<file path="src/rtl/prpg_pkg.sv">
// -----------------------------------------------------------------------------
// prpg_pkg
// Shared definitions for the PRPG instruction sequencer: instruction field
// widths, the opcode encoding and the sequencer FSM states.
// Optional feature macro used by the sequencer: PRPG_HD_STORE_EN.
// -----------------------------------------------------------------------------
package prpg_pkg;

  localparam int unsigned INSTR_W = 14;
  localparam int unsigned OP_W    = 6;
  localparam int unsigned ARG_W   = 8;
  localparam int unsigned TAP_W   = 7;
  localparam int unsigned P_W     = 8;

  typedef enum logic [OP_W-1:0] {
    OP_HALT      = 6'h00,
    OP_CONFIG    = 6'h01,
    OP_INIT      = 6'h02,
    OP_RUN       = 6'h03,
    OP_INIT_ADDR = 6'h04,
    OP_ST_L      = 6'h05,
    OP_ADD_ADDR  = 6'h06,
    OP_LD_L      = 6'h07,
    OP_ST_HD     = 6'h08
  } op_e;

  typedef enum logic [2:0] {
    ST_IDLE,
    ST_EXEC,
    ST_RUN,
    ST_HALTED,
    ST_ERR
  } state_e;

endpackage

</file>
<file path="src/rtl/prpg_run_cnt.sv">
// -----------------------------------------------------------------------------
// prpg_run_cnt
// Loadable down-counter that turns a run instruction into a burst of
// single-cycle LFSR step pulses.
// Ports:
//   clk        in   clock, all state on posedge
//   rst        in   synchronous active-high reset
//   i_load     in   load i_load_val into the counter
//   i_load_val in   CNT_W burst length
//   i_en       in   counting enabled (sequencer is in RUN)
//   o_step     out  one LFSR shift this cycle
//   o_last     out  counter holds 1: this is the final step of the burst
// -----------------------------------------------------------------------------
module prpg_run_cnt #(
  parameter int unsigned CNT_W = 8
) (
  input  logic             clk,
  input  logic             rst,
  input  logic             i_load,
  input  logic [CNT_W-1:0] i_load_val,
  input  logic             i_en,
  output logic             o_step,
  output logic             o_last
);

  logic [CNT_W-1:0] r_cnt;

  always_ff @(posedge clk) begin
    if (rst) begin
      r_cnt <= '0;
    end else if (i_load) begin
      r_cnt <= i_load_val;
    end else if (i_en && (r_cnt != '0)) begin
      r_cnt <= r_cnt - CNT_W'(1);
    end
  end

  assign o_step = i_en && (r_cnt != '0);
  assign o_last = (r_cnt == CNT_W'(1));

endmodule

</file>
<file path="src/rtl/prpg_seq_ctrl.sv">
// -----------------------------------------------------------------------------
// prpg_seq_ctrl
// Instruction sequencer for the 8-bit PRPG datapath. Walks pc through an
// external program ROM (combinational read), decodes 14-bit instructions
// {op[13:8], arg[7:0]} and drives LFSR config/seed/step strobes plus
// pattern-memory address and store/load strobes.
// Optional feature macro: PRPG_HD_STORE_EN (enables op 001000, st_M_HD;
// without it that opcode is illegal and st_hd_we is tied low).
// Ports:
//   clk       in   clock, all state on posedge
//   rst       in   synchronous active-high reset
//   start     in   begin program at pc=0 (IDLE/HALTED only)
//   pc        out  PC_W program address
//   instr     in   14-bit instruction at pc
//   cfg_we    out  load LFSR tap register from cfg_tap
//   cfg_tap   out  instr[6:0]
//   seed_we   out  load P from seed
//   seed      out  instr[7:0]
//   step      out  advance LFSR one shift
//   mem_addr  out  ADDR_W pattern-memory address
//   st_p_we   out  M[mem_addr] <= P
//   st_hd_we  out  M[mem_addr] <= HD
//   ld_p_we   out  P <= M[mem_addr]
//   busy      out  EXEC or RUN
//   halted    out  HALTED
//   error     out  ERR (sticky until rst)
// -----------------------------------------------------------------------------
module prpg_seq_ctrl
  import prpg_pkg::*;
#(
  parameter int unsigned PC_W   = 6,
  parameter int unsigned ADDR_W = 8,
  parameter int unsigned CNT_W  = 8
) (
  input  logic               clk,
  input  logic               rst,
  input  logic               start,
  output logic [PC_W-1:0]    pc,
  input  logic [INSTR_W-1:0] instr,
  output logic               cfg_we,
  output logic [TAP_W-1:0]   cfg_tap,
  output logic               seed_we,
  output logic [P_W-1:0]     seed,
  output logic               step,
  output logic [ADDR_W-1:0]  mem_addr,
  output logic               st_p_we,
  output logic               st_hd_we,
  output logic               ld_p_we,
  output logic               busy,
  output logic               halted,
  output logic               error
);

  state_e            r_state;
  state_e            w_state_nxt;
  logic [PC_W-1:0]   r_pc;
  logic [PC_W-1:0]   w_pc_nxt;
  logic [ADDR_W-1:0] r_addr;
  logic [ADDR_W-1:0] w_addr_nxt;

  op_e               w_op;
  logic [ARG_W-1:0]  w_arg;
  logic              w_adv;
  logic              w_cnt_load;
  logic              w_step;
  logic              w_last;
  logic              w_cfg_we;
  logic              w_seed_we;
  logic              w_st_p_we;
  logic              w_ld_p_we;
`ifdef PRPG_HD_STORE_EN
  logic              w_st_hd_we;
`endif

  assign w_op  = op_e'(instr[INSTR_W-1:ARG_W]);
  assign w_arg = instr[ARG_W-1:0];

  prpg_run_cnt #(
    .CNT_W (CNT_W)
  ) u_run_cnt (
    .clk        (clk),
    .rst        (rst),
    .i_load     (w_cnt_load),
    .i_load_val (CNT_W'(w_arg)),
    .i_en       (r_state == ST_RUN),
    .o_step     (w_step),
    .o_last     (w_last)
  );

  always_ff @(posedge clk) begin
    if (rst) begin
      r_state <= ST_IDLE;
      r_pc    <= '0;
      r_addr  <= '0;
    end else begin
      r_state <= w_state_nxt;
      r_pc    <= w_pc_nxt;
      r_addr  <= w_addr_nxt;
    end
  end

  always_comb begin
    w_state_nxt = r_state;
    w_pc_nxt    = r_pc;
    w_addr_nxt  = r_addr;
    w_adv       = 1'b0;
    w_cnt_load  = 1'b0;
    w_cfg_we    = 1'b0;
    w_seed_we   = 1'b0;
    w_st_p_we   = 1'b0;
    w_ld_p_we   = 1'b0;
`ifdef PRPG_HD_STORE_EN
    w_st_hd_we  = 1'b0;
`endif

    unique case (r_state)
      ST_IDLE, ST_HALTED: begin
        if (start) begin
          w_state_nxt = ST_EXEC;
          w_pc_nxt    = '0;
        end
      end

      ST_EXEC: begin
        case (w_op)
          OP_CONFIG: begin
            w_cfg_we = 1'b1;
            w_adv    = 1'b1;
          end
          OP_INIT: begin
            w_seed_we = 1'b1;
            w_adv     = 1'b1;
          end
          OP_RUN: begin
            if (w_arg == '0) begin
              w_adv = 1'b1;
            end else begin
              w_cnt_load  = 1'b1;
              w_state_nxt = ST_RUN;
            end
          end
          OP_INIT_ADDR: begin
            w_addr_nxt = ADDR_W'(w_arg);
            w_adv      = 1'b1;
          end
          OP_ST_L: begin
            w_st_p_we = 1'b1;
            w_adv     = 1'b1;
          end
          OP_ADD_ADDR: begin
            w_addr_nxt = r_addr + ADDR_W'(w_arg);
            w_adv      = 1'b1;
          end
          OP_LD_L: begin
            w_ld_p_we = 1'b1;
            w_adv     = 1'b1;
          end
`ifdef PRPG_HD_STORE_EN
          OP_ST_HD: begin
            w_st_hd_we = 1'b1;
            w_adv      = 1'b1;
          end
`endif
          OP_HALT: begin
            w_state_nxt = ST_HALTED;
          end
          default: begin
            w_state_nxt = ST_ERR;
          end
        endcase
      end

      ST_RUN: begin
        if (w_last) begin
          w_adv = 1'b1;
        end
      end

      ST_ERR: begin
        w_state_nxt = ST_ERR;
      end

      default: begin
        w_state_nxt = ST_ERR;
      end
    endcase

    // Shared pc increment for every advancing instruction and the end of a
    // run burst; stepping past the last ROM address is an error, not a wrap.
    if (w_adv) begin
      if (&r_pc) begin
        w_state_nxt = ST_ERR;
      end else begin
        w_pc_nxt    = r_pc + PC_W'(1);
        w_state_nxt = ST_EXEC;
      end
    end
  end

  assign pc       = r_pc;
  assign mem_addr = r_addr;
  assign cfg_tap  = instr[TAP_W-1:0];
  assign seed     = instr[P_W-1:0];
  assign cfg_we   = w_cfg_we;
  assign seed_we  = w_seed_we;
  assign step     = w_step;
  assign st_p_we  = w_st_p_we;
  assign ld_p_we  = w_ld_p_we;
`ifdef PRPG_HD_STORE_EN
  assign st_hd_we = w_st_hd_we;
`else
  assign st_hd_we = 1'b0;
`endif
  assign busy     = (r_state == ST_EXEC) || (r_state == ST_RUN);
  assign halted   = (r_state == ST_HALTED);
  assign error    = (r_state == ST_ERR);

endmodule
</file>
<file path="config.mk">
export PLATFORM = sky130hd
export DESIGN_NAME = prpg_seq_ctrl
export DESIGN_NICKNAME = d
export VERILOG_FILES = /design/src/rtl/prpg_pkg.sv /design/src/rtl/prpg_run_cnt.sv /design/src/rtl/prpg_seq_ctrl.sv
export SDC_FILE = /design/constraint.sdc
export NUM_CORES = 1
export LEC_CHECK = 0
export ABC_AREA = 1
export CORE_MARGIN = 4
export CORE_UTILIZATION = 35
export DETAILED_ROUTE_END_ITERATION = 8
export PLACE_DENSITY_LB_ADDON = 0.1
export REMOVE_ABC_BUFFERS = 1
export SYNTH_ARGS = -nofsm -noshare
export SYNTH_HDL_FRONTEND = slang
export SYNTH_SLANG_ARGS = --single-unit
</file>
<file path="constraint.sdc">
create_clock -name clk -period 2.1 [get_ports clk]
set_clock_uncertainty 0.05 [all_clocks]
set_input_delay 0.42 -clock clk [delete_from_list [all_inputs] [get_ports clk]]
set_output_delay 0.42 -clock clk [all_outputs]
set_load 0.03 [all_outputs]
</file>
* Word-level counts from Yosys, hierarchy flattened
Index checks and enable logic that the tools add are counted.
** Storage, ports and cells
- Flip-flop bits (word level) :: 25
- Input port bits :: 17
** Operators by class
- $add $sub $neg :: 3
- Equality and inequality tests :: 16
- Muxes and demuxes :: 28
- Reduce and logical (&&, ||, !) cells :: 13
** Operators by type and width (count)
- $eq 6x3->1 const B :: 4
- $mux 6 :: 4
- $pmux 3 s3 :: 2
- $mux 8 :: 2
- $pmux 8 s2 :: 1
- $mux 1 :: 13
- $eq 6x2->1 const B :: 2
- $mux 3 :: 4
- $add 8x8->8 :: 1
- $eq 8x1->1 const B :: 1
- $logic_not 8->1 :: 1
- $reduce_bool 8->1 :: 1
- $sub 8x1->8 const B :: 1
- $add 6x1->6 const B :: 1
- $eq 3x2->1 const B :: 2
- $eq 6x1->1 const B :: 1
- $logic_not 6->1 :: 1
- $ne 3x3->1 const B :: 2
- $reduce_and 6->1 :: 1
- $reduce_or 6->1 :: 1
- $ne 4x4->1 const B :: 1
- $pmux 1 s2 :: 2
- $reduce_and 4->1 :: 1
- $reduce_bool 2->1 :: 2
- 8 further kinds :: 8

* Depth between registers and ports, before layout
- Word-level depth :: 6
- Mapped depth :: 12

* By module
Synthesis repeated with hierarchy kept, for this count alone.
** Unflattened totals
- Cell total of the unflattened synthesis :: 387
- Area total of the unflattened synthesis :: 2314.7 µm²
** Modules (own cells, without submodules)
- prpg_seq_ctrl :: times used 1, cells an instance 283, area each 1692.9 µm²
- prpg_run_cnt :: times used 1, cells an instance 104, area each 621.8 µm²

* Worst setup path before layout
Ideal clock, no wire load.
- Path kind :: register to output
- From :: reg r_state[0]
- To :: out seed_we
- Arrival time :: 1.852 ns
- Required time :: 1.630 ns
- Setup slack :: -0.222 ns
- Cell stages (with the launch flop) :: 5
- Buffers on the path :: 0
- Path through :: dfxtp_1 -> inv_2 -> nor3_4 -> inv_1 -> nor4_1
** On the way
- Cells in the longest elaborated chain, start to end :: 2
** Ends and longest elaborated chain
- from (decl) :: line prpg_seq_ctrl.sv:54 : state_e r_state;
- from (signal assigned) :: line prpg_seq_ctrl.sv:96 : r_state <= w_state_nxt;
- $eq 3x1->1 :: line prpg_seq_ctrl.sv:116 : unique case (r_state)
- $mux 1 :: line prpg_seq_ctrl.sv:116
- to (decl) :: line prpg_seq_ctrl.sv:42 : output logic seed_we,
No other way between the ends.

* Final worst setup path
- From :: in instr[12]
- To :: out ld_p_we
** On the way
- Cells in the longest elaborated chain, start to end :: 3
** Ends and longest elaborated chain
- from (decl) :: line prpg_seq_ctrl.sv:39 : input logic [INSTR_W-1:0] instr,
- $eq 6x3->1 :: line prpg_seq_ctrl.sv:125 : case (w_op)
- $mux 1 :: line prpg_seq_ctrl.sv:125
- $mux 1 :: line prpg_seq_ctrl.sv:116
- to (decl) :: line prpg_seq_ctrl.sv:48 : output logic ld_p_we,
No other way between the ends.

==> impl_metrics.toml <==
[power]
leakagePower_uw = 0.00151
power_density_mw_per_mm2 = 421
seq_power_share_pct = 40.0
vdd_ir_drop_max_uv = 282
power_switching_share_pct = 36.9
switching_power_uw = 469
pwr-share-clk_pct = 24.2
internal_power_uw = 802
p_comb_share_pct = 35.8

[placement]
port_buffers = 53
dpl.hpwl_mm = 4.73
placed_area_mm2 = 0.00290
place.gp.congestion = 0.816

[global_route]
grt-ovfl-total = 0
antenna_found_initial = 0
gr-usage-met1_pct = 22.6
grt_usage_pct = 16.5
grt_pass1_wl_mm = 10.0
grt_max_degree = 17
grt_use_met2_pct = 27.3
grt_pass1_vias = 2204
grtUsageMet3_pct = 3.04
top_usage_layer = "met2"

[floorplan]
die_y_um = 86.6
die_width_um = 86.6
pin_count = 55
dieArea_mm2 = 0.00750
rows = 28
initial_core_util_pct = 36.3
core_mm2 = 0.00596

[critical_path]
critPathMostFrequentCell = "buf_4"
path_cells = "clkdlybuf4s50_1 > buf_4 > nor3_4 > nand3_2 > nor2_1 > buf_4"
worst-path-buf-inv = 3
critical_path_class = "input port to primary output"
crit_required_ns = 1.63
end_kind = "primary output"
cpMaxStageDelayCell = "clkdlybuf4s50_1"
cp_max_fo = 3
startpoint_type = "input port"
cp_top_family = "buffers and inverters"
cp.arrival_ns = 1.57
critPathMaxStageDelay_ns = 0.42

[route]
drc = 0
drtPass1Iterations = 4
antenna_left = 0
vias = 2365
viasPerCell = 4.64
drt_iter0_markers = 73
routed_wl_mm = 6.00
routedWlPerCell_um = 11.8

[layout]
final_common_cell = "nand2_1"
diodes = 0
area.growth.synth_to_final_pct = 39.7
final_cell_mix = "nand2_1, buf_4, inv_1"
fill_cells = 645
drive_gt1_share_pct = 20.5
fin_area_mm2 = 0.00302
finalNetCount = 464

[timing]
slew_viol_final = 0
whs_ns = 0.436
maxSlewHeadroom_pct = 63.7
post-route-period-util_pct = 97.0
finalHoldViolCount = 0
fmax_mhz = 491
fin_crit_ns = 2.04
setup_violations = 0
worstMarginPinSlew_ns = 0.544

[synthesis]
synth.distinct_cells = 30
ys_seq_area_share_pct = 23.1
synth_warnings = 0
syn_area_mm2 = 0.00216
synthCells = 354
ys_ff_latch = 25
synth_area_per_cell_um2 = 6.11

[clock_network]
cts_hold_buf = 0
ctsRootBufferMaster = "clkbuf_8"
clk_pin_slew_ns = 0.10
htreeDepth = 1
ctsLongestPathBuffers = 2
clock_latency_ns = 0.28
cts_tree = "done"
clock-sinks = 25
cts_made_buffers = 3

[outcome]
status = "finished, final reports clean"

[job]
maxCapViolCount = 0

[worst_hold_path]
hp-class = "flip-flop to flip-flop"
## cells in the mapped netlist
library cell / instances / area share [%]
nand3b_1: 1 / 0.35
a21oi_1: 27 / 6.3
inv_1: 58 / 10
nor2_1: 32 / 5.6
nand3_1: 26 / 6.0
nor3_2: 2 / 0.93
buf_1: 1 / 0.17
nor3_4: 1 / 0.75
nor4_1: 1 / 0.29
buf_4: 16 / 5.6
conb_1: 1 / 0.17
nand4_4: 1 / 0.98
nor3_1: 3 / 0.69
xnor2_1: 1 / 0.41
nand2_2: 1 / 0.29
dfxtp_1: 25 / 23
o21ai_0: 11 / 2.5
ha_1: 10 / 5.8
nand2_4: 1 / 0.52
nand2_1: 103 / 18
nand4_1: 6 / 1.7
xor2_1: 10 / 4.1
a21oi_4: 1 / 0.75
and2_1: 2 / 0.58
clkbuf_1: 1 / 0.17
fa_1: 1 / 0.93
a31oi_1: 5 / 1.4
or2_2: 2 / 0.58
nor2_4: 2 / 1.0
inv_2: 2 / 0.35
## worst min-delay path, stage by stage (launching register included)
cell and delay (ns):
dfxtp_1 0.33, nand2_1 0.06, a31oi_1 0.06
## cell type report
cell class,count,area (um2),area share [%]
Clock buffer,3,41.3,1.37
Clock inverter,1,5.00,0.166
Inverter,60,225,7.46
Multi-Input combinational cell,251,1350,44.8
Sequential cell,25,502,16.6
Tap cell,75,93.8,3.11
Timing Repair Buffer,95,801,26.5
## through the flow
stage          TNS, ns  utilization, %  worst slack [ns]  power (uW)  instances
2_1_floorplan   -0.222               -            -0.222         734        336
4_1_cts              0            49.6           0.00722        1270        507
5_1_grt        -0.0492            50.7           -0.0405        1350        510
6_report             0            50.7            0.0627        1270        510
3_3_place_gp    -0.780            48.7           -0.0881         965        503
3_5_place_dp    -0.936            48.7            -0.148         967        503
## path summary, 6_finish.rpt
path                                         from                              end  slack [ns]  depth (start not counted)
setup / recovery                        instr[12]                          ld_p_we        0.06                          6
hold / removal    u_run_cnt.r_cnt[1]$_SDFFE_PP0P_  u_run_cnt.r_cnt[1]$_SDFFE_PP0P_        0.44                          2
setup reg to reg  u_run_cnt.r_cnt[0]$_SDFFE_PP0P_  u_run_cnt.r_cnt[6]$_SDFFE_PP0P_        0.36                         11
hold reg to reg   u_run_cnt.r_cnt[1]$_SDFFE_PP0P_  u_run_cnt.r_cnt[1]$_SDFFE_PP0P_        0.44                          2
## per-layer routing
metal  routed length, um  part of all wire [%]  vias up
met2                2770                    46       44
met5                   0                     0        -
met1                2960                    49     1054
li1                    -                     -     1263
met3                 215                   3.6        4
met4                  51                  0.85        0
## logic make-up (layout without fill, tap and decap cells)
kind of cell / count (synthesis) / in the layout / synth area share, %
adder cells (fa/ha/maj): 11 / 11 / 6.71
other: 1 / 1 / 0.173
AO/OA/AOI/OAI: 44 / 44 / 11.0
flip-flops: 25 / 25 / 23.1
buffers and inverters: 78 / 159 / 16.3
XOR/XNOR: 11 / 11 / 4.46
AND/OR/NAND/NOR: 184 / 184 / 38.2
## power groups by stage
stage | sequential (uW) | clock [uW] | combinational (uW)
CTS | 508 | 317 | 447
finish | 509 | 307 | 455
floorplan | 522 | 0 | 212
detailed placement | 519 | 0 | 447
global route | 511 | 339 | 504
global placement | 519 | 0 | 446
## sequential cells by signal, summed over array words and instances, names as in the netlist
name,flops
r_state,3
mem_addr,8
u_run_cnt.r_cnt,8
pc,6
## what timing repair did
item                       4_1_cts  5_1_grt
setup endpoints to repair        4        6
buffers inserted                 0        3
pin swaps                        1        4
gates resized for setup          4       12
cloned                           0        0
No activity file was read; power rests on OpenSTA's default activity.
==> RTL change (same flow settings) <==
`CNT_W` is set to 8 in 2 places; all go to 9.
--- a/src/rtl/prpg_run_cnt.sv
+++ b/src/rtl/prpg_run_cnt.sv
@@ -12,7 +12,7 @@
 //   o_last     out  counter holds 1: this is the final step of the burst
 // -----------------------------------------------------------------------------
 module prpg_run_cnt #(
-  parameter int unsigned CNT_W = 8
+  parameter int unsigned CNT_W = 9
 ) (
   input  logic             clk,
   input  logic             rst,
--- a/src/rtl/prpg_seq_ctrl.sv
+++ b/src/rtl/prpg_seq_ctrl.sv
@@ -30,7 +30,7 @@
 #(
   parameter int unsigned PC_W   = 6,
   parameter int unsigned ADDR_W = 8,
-  parameter int unsigned CNT_W  = 8
+  parameter int unsigned CNT_W  = 9
 ) (
   input  logic               clk,
   input  logic               rst,
Function: same outputs for any inputs over 10 cycles, from zero or initial values and one cycle with rst high; that may be too few to reach the edited logic, so the function may still have changed.
==> RTL change against the unedited design <==
Sequential cell count rose by 1. Design area rose by 4.5%. Synthesized area rose by 8.4%. Sequential power rose by 2%. Routed wire length rose by 4.6%. Worst setup slack improved by 18 ps. Combinational power fell by 15%. Power fell by 1.6%. Critical path type unchanged.
==> RTL change: results (changes against the unedited design) <==
Finish
  • Nets@finish: 474 (+2.2%)
  • # fillers: 707 (+9.6%)
  • Share of cells above drive strength 1: 23.0% (+2.5 points)
  • Largest Register: u_run_cnt.r_cnt
  • Ant diodes: 0 (unchanged)

Power
  • P_leak: 0.00158 uW (+4.2%)
  • Pint: 826 uW (+3.1%)
  • Peak VDD IR: 216 uV (-23%)

Yosys
  • Cell variety after synth: 39 (+30%)
  • Syn Inst Count: 368 (+4.0%)
  • Commonest cells post-synth: nand2_1 (83), inv_1 (56), nand3_1 (37)
  • Synth area leaders: dfxtp_1 (22%), nand2_1 (13%), inv_1 (9.0%)
  • Register area share after synthesis: 22.2% (-0.94 points)

Drt
  • Via count: 2437 (+3.0%)
  • Via/cell ratio: 4.68 (+0.87%)
  • Routed WL per cell: 12.0 um (+2.4%)
  • DRT iter0 DRCs: 61 (-16%)

Global routing
  • GRT Overall Usage: 15.7% (-0.78 points)
  • First-pass GRT wire length: 10700 um (+7.4%)
  • Largest net degree at the start of global routing: 15 (-2)

Place
  • Placed insts: 514 (+2.2%)
  • Pre-CTS WS: -159 ps (-11.6 ps)
  • DPL Wire Length: 5090 um (+7.7%)
  • Gpl congestion: 0.839 (+2.9%)
  • Placed cell areas: 0.00306 sq mm (+5.5%)

Hold path
  • Worst Hold Class: flip-flop to flip-flop

Clocking
  • Cts bufs inserted: 3 (unchanged)

Worst setup path
  • Crit path DAT: 1550 ps (-20 ps)
  • Critical path peak fanout: 3 (unchanged)

Run status
  • Status: complete, no violations
[RTL change: per-layer routing]
metal / GRT usage, % / vias to the layer above / wire, um
met2: 27.1 / 33 / 2930
met3: 2.09 / 6 / 166
met4: 4.09 / 0 / 72
li1: - / 1309 / -
met1: 20.7 / 1089 / 3110
met5: 0 / - / 0
[RTL change: critical path, cell delays in order]
cell and delay [ps]:
clkdlybuf4s50_1 510, inv_1 100, nor2_4 110, inv_1 60
nor3_2 170, buf_4 180
[RTL change: final timing paths]
| kind | slack (ps) | cells after the start | to | from |
|---|---|---|---|---|
| min | 440 | 2 | u_run_cnt.r_cnt[2] | u_run_cnt.r_cnt[2] |
| max | 80 | 6 | seed_we | instr[9] |
| min reg2reg | 440 | 2 | u_run_cnt.r_cnt[2] | u_run_cnt.r_cnt[2] |
| max reg2reg | 400 | 10 | mem_addr[6] | mem_addr[0] |
[RTL change: logic make-up (layout without fill, tap and decap cells)]
logic type                 after synthesis  after routing  synth area share (%)
xor gates and xnor gates                10             10                  3.74
DFF                                     26             26                  22.2
and+or+nand+nor                        185            185                  38.0
buffers and inverters                   83            159                  16.4
adders and majority gates               12             12                  6.73
AOI/OAI and AO/OA                       51             51                  12.8
other                                    1              1                 0.160
[RTL change: area by class of cell]
class | count | share of cell area (%)
tap | 77 | 3.05
inverter | 63 | 7.57
sequential | 26 | 16.5
timing repair buffer | 92 | 24.8
clock buffer | 4 | 1.74
multi-input combinational | 259 | 46.4
[RTL change: power groups by stage]
stage | logic (uW) | registers, uW | clock network [uW]
after floorplan | 177 | 534 | 0
after global placement | 387 | 531 | 0
after detailed placement | 387 | 531 | 0
after CTS | 384 | 520 | 365
after global routing | 419 | 523 | 386
final | 385 | 520 | 346
[RTL change: what timing repair did]
action,4_1_cts,5_1_grt
buffers inserted,0,3
pin swaps,0,1
gates resized for setup,4,7
setup endpoints to repair,4,4
[RTL change: stage by stage]
stage | total power [uW] | setup TNS (ps) | utilization, %
after floorplan | 711 | 0 | -
after global placement | 918 | -239 | 47.6
after detailed placement | 918 | -399 | 47.6
after CTS | 1270 | 0 | 48.5
after global routing | 1330 | 0 | 49.2
final | 1250 | 0 | 49.2
